$ cat src/rtl/stft_ram_reader_if.sv
// stft_ram_reader_if: read port of the banked spectrogram RAM
//   master (display reader): drives rd_en, bank_rd (one-hot), addr_rd; receives rd_data
//   slave  (RAM):            receives the strobe/select/address; drives rd_data
//   rd_data packs one 4-bit magnitude per bank, bank b at bits [4b+3:4b]
interface stft_ram_reader_if #(
    parameter int NO_BANKS      = 2,
    parameter int ADDRESS_WIDTH = 12
);
    logic                     rd_en;
    logic [NO_BANKS-1:0]      bank_rd;
    logic [ADDRESS_WIDTH-1:0] addr_rd;
    logic [4*NO_BANKS-1:0]    rd_data;
    modport master (output rd_en, bank_rd, addr_rd, input rd_data);
    modport slave  (input rd_en, bank_rd, addr_rd, output rd_data);
endinterface

$ cat src/rtl/stft_ram_reader.sv
// stft_ram_reader: display-side reader turning pixel coordinates into RAM reads and RGB565 pixels
//   clk, reset         pixel clock, synchronous active-high reset
//   oldest_fft_idx_i   writer's oldest-column pointer, latched on frame_start_i
//   frame_start_i      one-cycle pulse before the first pixel of a frame
//   pix_valid_i, x_i, y_i  pixel coordinate stream
//   ram                RAM read port (master modport)
//   rgb_valid_o, rgb_o pixel output, exactly 3 cycles after pix_valid_i
//   Macro HEATMAP_PALETTE_EN selects a heatmap ROM palette instead of grayscale.
module stft_ram_reader #(
    parameter int          FFT_SIZE      = 256,
    parameter int          NO_FFTS       = 50,
    parameter int          ADDRESS_WIDTH = 12,
    parameter int          NO_BANKS      = 2,
    parameter int          X_SHIFT       = 2,
    parameter int          Y_SHIFT       = 1,
    parameter int          COORD_WIDTH   = 10,
    parameter logic [15:0] BORDER_RGB    = 16'h0000
) (
    input  logic                       clk,
    input  logic                       reset,
    input  logic [$clog2(NO_FFTS)-1:0] oldest_fft_idx_i,
    input  logic                       frame_start_i,
    input  logic                       pix_valid_i,
    input  logic [COORD_WIDTH-1:0]     x_i,
    input  logic [COORD_WIDTH-1:0]     y_i,
    stft_ram_reader_if.master          ram,
    output logic                       rgb_valid_o,
    output logic [15:0]                rgb_o
);
    localparam int PW = $clog2(NO_FFTS);
    localparam int BW = $clog2(FFT_SIZE/2);
    localparam int LW = PW + BW;
    localparam int KW = NO_BANKS > 1 ? $clog2(NO_BANKS) : 1;
`ifdef HEATMAP_PALETTE_EN
    localparam logic [15:0] HEAT [16] = '{
        16'h0000, 16'h0006, 16'h000C, 16'h0013, 16'h0019, 16'h001F, 16'h3019, 16'h6013,
        16'h980C, 16'hC806, 16'hF800, 16'hFAA0, 16'hFD40, 16'hFFE0, 16'hFFF0, 16'hFFFF
    };
`endif
    logic [PW-1:0]            lptr_q, lptr_d, fidx0_q, fidx0_d;
    logic [BW-1:0]            bin0_q, bin0_d;
    logic                     v0_q, in0_q, in0_d, v1_q, in1_q;
    logic [COORD_WIDTH-1:0]   col, row;
    logic [PW:0]              diff;
    logic [LW-1:0]            lin;
    logic [KW-1:0]            bk_d, bk1_q;
    logic                     rd_en_q, rd_en_d;
    logic [NO_BANKS-1:0]      bank_q, bank_d;
    logic [ADDRESS_WIDTH-1:0] addr_q, addr_d;
    logic [3:0]               nib;
    logic [15:0]              pal, rgb_q, rgb_d;
    logic                     rgb_valid_q;
    always_comb begin
        // a frame_start coinciding with a pixel already uses the new pointer
        lptr_d  = frame_start_i ? oldest_fft_idx_i : lptr_q;
        col     = x_i >> X_SHIFT;
        row     = y_i >> Y_SHIFT;
        in0_d   = (col < COORD_WIDTH'(NO_FFTS)) && (row < COORD_WIDTH'(FFT_SIZE/2));
        bin0_d  = BW'(FFT_SIZE/2 - 1) - row[BW-1:0];
        // one extra bit so a negative difference is seen before wrapping
        diff    = {1'b0, lptr_d} - {1'b0, col[PW-1:0]};
        fidx0_d = diff[PW] ? PW'(diff + (PW+1)'(NO_FFTS)) : diff[PW-1:0];
        // same linear layout as the writer: column-major, bins contiguous
        lin     = {fidx0_q, bin0_q};
        bk_d    = KW'(lin >> ADDRESS_WIDTH);
        rd_en_d = v0_q && in0_q;
        bank_d  = rd_en_d ? NO_BANKS'(1) << bk_d : '0;
        addr_d  = rd_en_d ? lin[ADDRESS_WIDTH-1:0] : addr_q;
        nib     = ram.rd_data[4*bk1_q +: 4];
`ifdef HEATMAP_PALETTE_EN
        pal     = HEAT[nib];
`else
        pal     = {nib, nib[3], nib, nib[3:2], nib, nib[3]};
`endif
        rgb_d   = v1_q ? (in1_q ? pal : BORDER_RGB) : rgb_q;
    end
    always_ff @(posedge clk) begin
        if (reset) begin
            lptr_q      <= '0;
            v0_q        <= 1'b0;
            in0_q       <= 1'b0;
            fidx0_q     <= '0;
            bin0_q      <= '0;
            v1_q        <= 1'b0;
            in1_q       <= 1'b0;
            bk1_q       <= '0;
            rd_en_q     <= 1'b0;
            bank_q      <= '0;
            addr_q      <= '0;
            rgb_valid_q <= 1'b0;
            rgb_q       <= '0;
        end else begin
            lptr_q      <= lptr_d;
            v0_q        <= pix_valid_i;
            in0_q       <= in0_d;
            fidx0_q     <= fidx0_d;
            bin0_q      <= bin0_d;
            v1_q        <= v0_q;
            in1_q       <= in0_q;
            bk1_q       <= bk_d;
            rd_en_q     <= rd_en_d;
            bank_q      <= bank_d;
            addr_q      <= addr_d;
            rgb_valid_q <= v1_q;
            rgb_q       <= rgb_d;
        end
    end
    assign ram.rd_en   = rd_en_q;
    assign ram.bank_rd = bank_q;
    assign ram.addr_rd = addr_q;
    assign rgb_valid_o = rgb_valid_q;
    assign rgb_o       = rgb_q;
    // pointer values at or beyond NO_FFTS have no column to map to
    ptr_range: assert property (@(posedge clk) disable iff (reset)
        frame_start_i |-> ({1'b0, oldest_fft_idx_i} < (PW+1)'(NO_FFTS)));
endmodule

$ cat src/flat_wrapper.sv
// flat-port wrapper written by rule: the top's interface ports become plain ports
module stft_ram_reader_flat 
#(
    parameter int          FFT_SIZE      = 256,
    parameter int          NO_FFTS       = 50,
    parameter int          ADDRESS_WIDTH = 12,
    parameter int          NO_BANKS      = 2,
    parameter int          X_SHIFT       = 2,
    parameter int          Y_SHIFT       = 1,
    parameter int          COORD_WIDTH   = 10,
    parameter logic [15:0] BORDER_RGB    = 16'h0000
)
  (clk, reset, oldest_fft_idx_i, frame_start_i, pix_valid_i, x_i, y_i, rgb_valid_o, rgb_o, ram_rd_en, ram_bank_rd, ram_addr_rd, ram_rd_data);
  stft_ram_reader_if #(.NO_BANKS(NO_BANKS), .ADDRESS_WIDTH(ADDRESS_WIDTH)) ram_i ();
  input  logic clk;
  input  logic reset;
  input  logic [$clog2(NO_FFTS)-1:0] oldest_fft_idx_i;
  input  logic frame_start_i;
  input  logic pix_valid_i;
  input  logic [COORD_WIDTH-1:0] x_i;
  input  logic [COORD_WIDTH-1:0] y_i;
  output logic rgb_valid_o;
  output logic [15:0] rgb_o;
  output wire logic [$bits(ram_i.rd_en)-1:0] ram_rd_en;
  output wire logic [$bits(ram_i.bank_rd)-1:0] ram_bank_rd;
  output wire logic [$bits(ram_i.addr_rd)-1:0] ram_addr_rd;
  input wire logic [$bits(ram_i.rd_data)-1:0] ram_rd_data;
  assign ram_rd_en = ram_i.rd_en;
  assign ram_bank_rd = ram_i.bank_rd;
  assign ram_addr_rd = ram_i.addr_rd;
  assign ram_i.rd_data = ram_rd_data;
  stft_ram_reader #(.FFT_SIZE(FFT_SIZE), .NO_FFTS(NO_FFTS), .ADDRESS_WIDTH(ADDRESS_WIDTH), .NO_BANKS(NO_BANKS), .X_SHIFT(X_SHIFT), .Y_SHIFT(Y_SHIFT), .COORD_WIDTH(COORD_WIDTH), .BORDER_RGB(BORDER_RGB)) u_core (.clk(clk), .reset(reset), .oldest_fft_idx_i(oldest_fft_idx_i), .frame_start_i(frame_start_i), .pix_valid_i(pix_valid_i), .x_i(x_i), .y_i(y_i), .ram(ram_i), .rgb_valid_o(rgb_valid_o), .rgb_o(rgb_o));
endmodule
$ cat config.mk
export PLATFORM = sky130hd
export DESIGN_NAME = stft_ram_reader_flat
export DESIGN_NICKNAME = d
export VERILOG_FILES = /design/src/rtl/stft_ram_reader_if.sv /design/src/rtl/stft_ram_reader.sv /design/src/flat_wrapper.sv
export SDC_FILE = /design/constraint.sdc
export NUM_CORES = 1
export LEC_CHECK = 0
export ABC_AREA = 1
export CORE_MARGIN = 4
export CORE_UTILIZATION = 47
export CTS_CLUSTER_DIAMETER = 40
export CTS_CLUSTER_SIZE = 25
export DETAILED_ROUTE_END_ITERATION = 10
export PLACE_DENSITY_LB_ADDON = 0.12
export SYNTH_ARGS = -nofsm -noshare
export SYNTH_HDL_FRONTEND = slang
export SYNTH_SLANG_ARGS = --single-unit
$ cat constraint.sdc
create_clock -name clk -period 6 [get_ports clk]
set_input_delay 1.2 -clock clk [delete_from_list [all_inputs] [get_ports clk]]
set_output_delay 1.2 -clock clk [all_outputs]
set_load 0.005 [all_outputs]
==> impl_summary.txt <==
----------------------------------------------------
[CTS]
  Total clock buffers created by CTS ... 5
  Post-CTS Hold Buffers ... 0
  Number of clock sinks seen by CTS ... between 40 and 50
  Cts repair resizes ... 0
  Clock insertion delay at the later pin of the skew report ... approximately 0.29 ns
  CTS tree ... done
  Number of levels the H-tree was split into ... 2
  Post-CTS setup buffer count ... 0
  Clock tree root buffer cell ... sky130_fd_sc_hd__clkbuf_8
  Maximum buffer depth of the clock tree ... 2
  Clock transition time at the flip-flop clock pins of the worst setup and hold paths ... approximately 0.08 ns

[Place]
  Final Wtd Congestion ... 0.7791
  Cells after DPL ... between 300 and 400
  Port Buffer Count ... 66
  HPWL after DPL ... 2686 microns

[Route]
  Final routed DRC violation total ... 0
  Aggregate routed wire length ... between 3000 and 4000 microns
  Total number of vias ... between 1,500 and 2,000
  Initial DRC Count ... between 60 and 70
  Routed via count divided by cell count ... roughly 4.6
  Detail Route Antenna Nets ... 0
  Wire length per cell ... 10.22 microns
  Detailed-routing iteration count for the pre-antenna-repair pass ... 4

[Power]
  Peak VDD IR ... roughly 140 uV
  Cell Pwr Density ... about 250 nW/um^2
  Static leakage ... 1.137 nW

[Synth]
  Synth Cell Area ... around 1900 sq um
  Top cells by area in the synthesized netlist ... sky130_fd_sc_hd__dfxtp_1 (46%), sky130_fd_sc_hd__nor2_1 (11%), sky130_fd_sc_hd__nand2_1 (8.1%), sky130_fd_sc_hd__buf_4 (5.1%), sky130_fd_sc_hd__o21ai_0 (4.7%)
  Portion of synthesized cell area occupied by the leading cell type ... ~46%
  Syn nets ... just under 300
  Number of warning messages in the yosys log ... 0
  Post-synth top area cell ... sky130_fd_sc_hd__dfxtp_1
  Post-Syn Instances ... 250
  Number of synthesized register bits ... 44
  Fraction of the yosys area taken by sequential cells ... between 40% and 50%
  Synthesized area per cell ... roughly 7.6 sq um
  Synth cell types ... 24

[Floorplanning]
  Overall die width ... 71.61 microns
  Std-Cell Rows ... 22
  Boundary pin count ... 70
  Core area ... about 3800 sq um
  Full die area ... between 5000 and 6000 sq um
  Die span in y ... approximately 72 microns
  Starting Density ... 50.43%

[Setup path]
  Startpoint of the most critical setup path ... frame_start_i
  FF-to-FF path depth ... 11
  Worst Path Required ... approximately 6.2 ns
  Worst flop-to-flop path startpoint ... u_core.lptr_q[0]$_SDFF_PP0_
  Worst reg2reg path endpoint ... u_core.fidx0_q[5]$_SDFF_PP0_
  Critical path peak fanout ... 7
  Category of the worst setup path capture point ... flop
  Worst-case register-to-register setup slack ... 3.85 ns
  Critical path class ... input port to flop
  Nature of the critical path startpoint ... input port
  Worst endpoint data arrival time ... 3.65 ns
  Crit path to ... u_core.fidx0_q[5]$_SDFF_PP0_

[STA]
  Fin crit share ... 57.78%
  Hold violation total from the final report ... 0
  Slew of the pin with the lowest slew margin ... 0.4822 ns
  Fin crit period ... approximately 3.5 ns
  Final count of negative-setup-slack endpoints ... 0
  Worst slew margin ... roughly two thirds
  RSZ-0062 raised after global routing ... false
  Max-slew violation total from the final report ... 0
  Total negative setup slack ... 0 ns
  Worst Clk Skew ... ~0.0085 ns
  Maximum achievable frequency ... 288.5 MHz

[Outcome]
  Result of the run ... completed

[Finish]
  Most frequent cells in the layout ... sky130_fd_sc_hd__clkdlybuf4s50_1 (66), sky130_fd_sc_hd__nor2_1 (54), sky130_fd_sc_hd__dfxtp_1 (44)
  Share of post-route cells with drive strength above 1 ... approximately 7%
  Count of placed standard cells in the final layout, fillers left out ... approximately 350
  Count of antenna diodes in the layout ... 0
  Most frequent standard cell in the layout excluding fill and tap cells ... sky130_fd_sc_hd__clkdlybuf4s50_1
  Area delta synth->final ... 38.22%
  Net count of the finished layout ... between 300 and 400

[Global route]
  Largest net degree at the start of global routing ... 29
  Grt total ovfl ... 0
  Via count of the first global-routing pass ... about 1,500
  Initial antenna violation count ... 0
  Total routing resource utilization after global routing ... between 10% and 20%
  Wire length of the first global-routing pass ... 6154 microns

[Run]
  Max-capacitance violation count ... 0

[Hold path]
  Classification of the worst-slack hold path ... flop to flop
  Cell depth of the worst min-delay path ... 1

----------------------------------------------------
worst min-delay path by stage:
stage                                 startpoint                                to  slack (ns)
floorplan           u_core.fidx0_q[5]$_SDFF_PP0_  u_core.ram.bank_rd[0]$_SDFF_PP0_        0.40
global placement    u_core.fidx0_q[5]$_SDFF_PP0_  u_core.ram.bank_rd[0]$_SDFF_PP0_        0.41
detailed placement  u_core.fidx0_q[5]$_SDFF_PP0_  u_core.ram.bank_rd[0]$_SDFF_PP0_        0.41
CTS                 u_core.fidx0_q[5]$_SDFF_PP0_  u_core.ram.bank_rd[0]$_SDFF_PP0_        0.42
global route              u_core.v0_q$_SDFF_PP0_            u_core.v1_q$_SDFF_PP0_        0.43
finish              u_core.fidx0_q[5]$_SDFF_PP0_  u_core.ram.bank_rd[0]$_SDFF_PP0_        0.42
Yosys cell counts:
cell	n
sky130_fd_sc_hd__inv_2	2
sky130_fd_sc_hd__nand3b_2	1
sky130_fd_sc_hd__nand4_1	2
sky130_fd_sc_hd__buf_2	2
sky130_fd_sc_hd__o21ai_0	18
sky130_fd_sc_hd__nand3_1	8
sky130_fd_sc_hd__nor2_1	54
sky130_fd_sc_hd__a21oi_1	15
sky130_fd_sc_hd__mux2i_1	1
sky130_fd_sc_hd__a31oi_1	1
sky130_fd_sc_hd__nor2_2	2
sky130_fd_sc_hd__nand3_4	1
sky130_fd_sc_hd__nor3_1	3
sky130_fd_sc_hd__nand2_2	5
sky130_fd_sc_hd__nand3_2	1
sky130_fd_sc_hd__dfxtp_1	44
sky130_fd_sc_hd__ha_1	7
sky130_fd_sc_hd__buf_4	13
sky130_fd_sc_hd__inv_1	23
sky130_fd_sc_hd__fa_1	1
sky130_fd_sc_hd__xnor2_1	1
sky130_fd_sc_hd__clkbuf_1	2
sky130_fd_sc_hd__buf_1	2
sky130_fd_sc_hd__nand2_1	41
layer usage:
metal	vias to the layer above	GRT usage [%]	wire [microns]
li1	885	-	-
met3	4	4.488	251
met2	48	26.53	1765
met4	0	3.758	41
met1	702	16.90	1559
met5	-	0	0
power breakdown:
part	leakage, nW	switching, mW	internal (mW)	total, mW
registers	0.360	0.00419	0.306	0.310
clock network	0.0614	0.0990	0.136	0.235
logic	0.715	0.0542	0.0499	0.104
flip-flops by register name, summed over array words and instances (netlist names), 2 cells and up:
register and flops:
u_core.bin0_q 7, u_core.fidx0_q 6, u_core.lptr_q 6, u_core.ram.addr_rd 12, u_core.ram.bank_rd 2, u_core.rgb_o 4
critical path: stages:
cell	delay, ns
sky130_fd_sc_hd__clkdlybuf4s50_1	0.61
sky130_fd_sc_hd__mux2i_1	0.27
sky130_fd_sc_hd__ha_1	0.18
sky130_fd_sc_hd__inv_1	0.07
sky130_fd_sc_hd__fa_1	0.44
sky130_fd_sc_hd__xnor2_1	0.29
sky130_fd_sc_hd__inv_1	0.08
sky130_fd_sc_hd__ha_1	0.21
sky130_fd_sc_hd__nand3_1	0.12
sky130_fd_sc_hd__nand3_2	0.08
sky130_fd_sc_hd__nand2_1	0.06
sky130_fd_sc_hd__nor2_1	0.04
metrics by stage:
step / area (sq um) / hold slack [ns] / total power [mW] / setup WS (ns) / util [%]
2_1_floorplan: 1902 / 0.3975 / 0.3849 / 2.835 / -
3_3_place_gp: 2507 / 0.4060 / 0.4185 / 2.306 / 66.49
3_5_place_dp: 2507 / 0.4063 / 0.4208 / 2.231 / 66.49
4_1_cts: 2629 / 0.4184 / 0.6569 / 2.527 / 69.71
5_1_grt: 2629 / 0.4301 / 0.6859 / 2.337 / 69.71
6_report: 2629 / 0.4158 / 0.6496 / 2.533 / 69.71
final cells by class:
class	instances	area (sq um)
clock inverters	2	38.79
well taps	48	60.06
inverters	25	93.84
flip-flops and latches	44	880.8
clock buffers	6	82.58
multi-input cells	162	804.5
repair buffers	67	668.1
fillers	330	1142
cell families (layout without fill, tap and decap cells):
logic type	Yosys count	after routing	synth area share (%)
flip-flops	44	44	46.32
AO/OA/AOI/OAI	34	34	9.013
adder cells (fa/ha/maj)	8	8	5.658
buffers and inverters	44	100	11.38
multiplexers	1	1	0.5263
AND/OR/NAND/NOR	118	118	26.64
XOR/XNOR	1	1	0.4606
Power figures use the tool's default switching activity.
==> RTL change: new RTL, same flow settings <==
`NO_BANKS` is set to 2 in 3 places; all go to 4.
--- a/src/rtl/stft_ram_reader_if.sv
+++ b/src/rtl/stft_ram_reader_if.sv
@@ -5,3 +5,3 @@
 interface stft_ram_reader_if #(
-    parameter int NO_BANKS      = 2,
+    parameter int NO_BANKS      = 4,
     parameter int ADDRESS_WIDTH = 12
--- a/src/rtl/stft_ram_reader.sv
+++ b/src/rtl/stft_ram_reader.sv
@@ -12,3 +12,3 @@
     parameter int          ADDRESS_WIDTH = 12,
-    parameter int          NO_BANKS      = 2,
+    parameter int          NO_BANKS      = 4,
     parameter int          X_SHIFT       = 2,
--- a/src/flat_wrapper.sv
+++ b/src/flat_wrapper.sv
@@ -6,3 +6,3 @@
     parameter int          ADDRESS_WIDTH = 12,
-    parameter int          NO_BANKS      = 2,
+    parameter int          NO_BANKS      = 4,
     parameter int          X_SHIFT       = 2,
Interface: changed (resized ram_bank_rd and ram_rd_data); port bits go from 70 to 80. No check against the original RTL was run, so the function may have changed too.
==> RTL change against the unedited design <==
Wire length fell by 2.5%; clock power is 27% lower; largest cell class unchanged; setup slack gained 0.0021 ns; sequential cell count stayed put; final area down 1.2%; die area up 0.88%; synthesized area increased by 0.99%; total power fell by 9.9%.
==> RTL change: results (changes against the unedited design) <==
[placed_design]
place.gp.congestion=0.766  ; -1.7%
placed_area_sq_um=2510  ; +0.30%
io_buffer_count=66  ; unchanged
dp.final_hpwl_microns=2760  ; +2.7%

[setup_path]
cpPeakStageDelay_ns=0.61  ; about the same
reg2regPathDepth=11  ; unchanged
cpMaxStageDelayCell=clkdlybuf4s50_1
r2r_slack_ns=3.86  ; about the same
critical_path_arrival_ns=3.65  ; about the same
timing.rr.end=u_core.fidx0_q[5]
path_delay_family=adder cells
r2r-start=u_core.lptr_q[0]
worstPathMaxFanout=7  ; unchanged

[finish]
nNetsFinal=361  ; +2.8%
antennaDiodeCount=0  ; unchanged
final_layout_size_suffix_gt1_share_pct=6.51  ; -0.35 points
fillers=365  ; +11%
largest_register_ffs=12  ; unchanged

[pwr]
ir_worst_vdd_uv=155  ; +14%
power.leakage_uw=0.00112  ; -1.3%

[yosys]
ys_warn_count=0  ; unchanged
ys_async_sr_fraction_pct=0  ; unchanged
synthAdderAreaFrac_pct=5.60  ; -0.055 points
synth_seq_area_share_pct=45.9  ; -0.45 points
synth_xor_area_share_pct=0.456  ; -0.0045 points
ys_top_cells_by_count=nor2_1 (54), dfxtp_1 (44), nand2_1 (41)
synth_mux_area_share_pct=0.521  ; -0.0051 points
ys_types=25  ; +4.2%
synth_ff_type=dfxtp_1
synth_area_leaders=dfxtp_1 (46%), nor2_1 (11%), nand2_1 (8.0%)
synth-compound-area-share_pct=8.93  ; -0.088 points

[clock_tree]
clock_latency_ns=0.28
cts_setup_buffers=0  ; unchanged
cts_root_buf=clkbuf_8
cts_buffers=5  ; unchanged
ctsResizeCount=0  ; unchanged
clkTransAtPathRegs_ns=0.08  ; about the same
clockBufferDepth=2  ; unchanged
htree_levels=2  ; unchanged

[global_route]
grt_max_degree=29  ; unchanged
grt-ovfl-total=0  ; unchanged
antenna_found_initial=0  ; unchanged
grt_first_pass_wirelength_microns=5990  ; -2.7%
grt_pass1_vias=1465  ; -0.75%
grt.total_usage_pct=14.1  ; -0.65 points

[timing]
finalMaxSlewViolations=0  ; unchanged
finClkSkew_ns=0.00495  ; -0.00355 ns

[detailed_routing]
first_iter_violations=45  ; -31%
drc=0  ; unchanged
wl_microns=3530  ; -2.5%
drt_pre_antenna_iters=4  ; unchanged

[worst_hold_path]
worstHoldPathCells=2  ; +1
hold_path.class=register to register
hold_end=u_core.in1_q
hp-start=u_core.in0_q

[run_status]
status=complete, no violations

## RTL change: cell count changes after synthesis, sizes merged
cell / unedited run / this run
buf: 17 / 19
conb: 0 / 1
## RTL change: through the flow
| step | setup slack [ns] | std cells | hold WS, ns | power, uW | util [%] |
|---|---|---|---|---|---|
| 6_report | 2.54 | 355 | 0.419 | 586 | 68.3 |
| 5_1_grt | 2.38 | 355 | 0.440 | 621 | 68.3 |
| 2_1_floorplan | 2.84 | 254 | 0.397 | 386 | - |
| 3_3_place_gp | 2.31 | 348 | 0.406 | 419 | 66.2 |
| 4_1_cts | 2.55 | 355 | 0.422 | 593 | 68.3 |
| 3_5_place_dp | 2.26 | 348 | 0.411 | 422 | 66.2 |
## RTL change: layer usage
layer | track usage (%) | up-vias | wire, microns
met1 | 16.1 | 707 | 1490
li1 | - | 885 | -
met3 | 3.32 | 5 | 249
met2 | 26.1 | 42 | 1750
met5 | 0 | - | 0
met4 | 3.76 | 0 | 36
## RTL change: worst min-delay path: cells and delay by family, from the launching register on
family	cells	cell delay, ns
buffers and inverters	1	0.04
AND/OR/NAND/NOR	1	0.03
flip-flops	1	0.31
## RTL change: logic make-up (layout without fill, tap and decap cells)
| logic type | Yosys count | count (layout) |
|---|---|---|
| AND/OR/NAND/NOR | 118 | 118 |
| XOR/XNOR | 1 | 1 |
| AO/OA/AOI/OAI | 34 | 34 |
| other | 1 | 2 |
| flip-flops | 44 | 44 |
| buffers and inverters | 46 | 99 |
| adder cells (fa/ha/maj) | 8 | 8 |
| multiplexers | 1 | 1 |
## RTL change: how the worst max path moves through the flow
stage | slack [ns] | startpoint | end
finish | 2.54 | frame_start_i | u_core.fidx0_q[5]
global route | 2.38 | frame_start_i | u_core.fidx0_q[5]
floorplan | 2.84 | frame_start_i | u_core.fidx0_q[2]
detailed placement | 2.26 | frame_start_i | u_core.fidx0_q[5]
CTS | 2.55 | frame_start_i | u_core.fidx0_q[5]
global placement | 2.31 | frame_start_i | u_core.fidx0_q[2]
## RTL change: power by group
part	internal (uW)	switching, uW	leakage [uW]	total [uW]
Sequential	306	4.30	0.000360	311
Clock	78.8	92.0	0.0000400	171
Combinational	49.9	54.4	0.000722	104
## RTL change: layout make-up
| type | instances | area, sq um | area share (%) |
|---|---|---|---|
| clock buffer | 5 | 68.8 | 2.65 |
| clock inverter | 2 | 12.5 | 0.482 |
| inverter | 25 | 93.8 | 3.61 |
| multi-input combinational | 164 | 812 | 31.3 |
| sequential | 44 | 881 | 33.9 |
| tap | 48 | 60.1 | 2.31 |
| timing repair buffer | 67 | 668 | 25.7 |
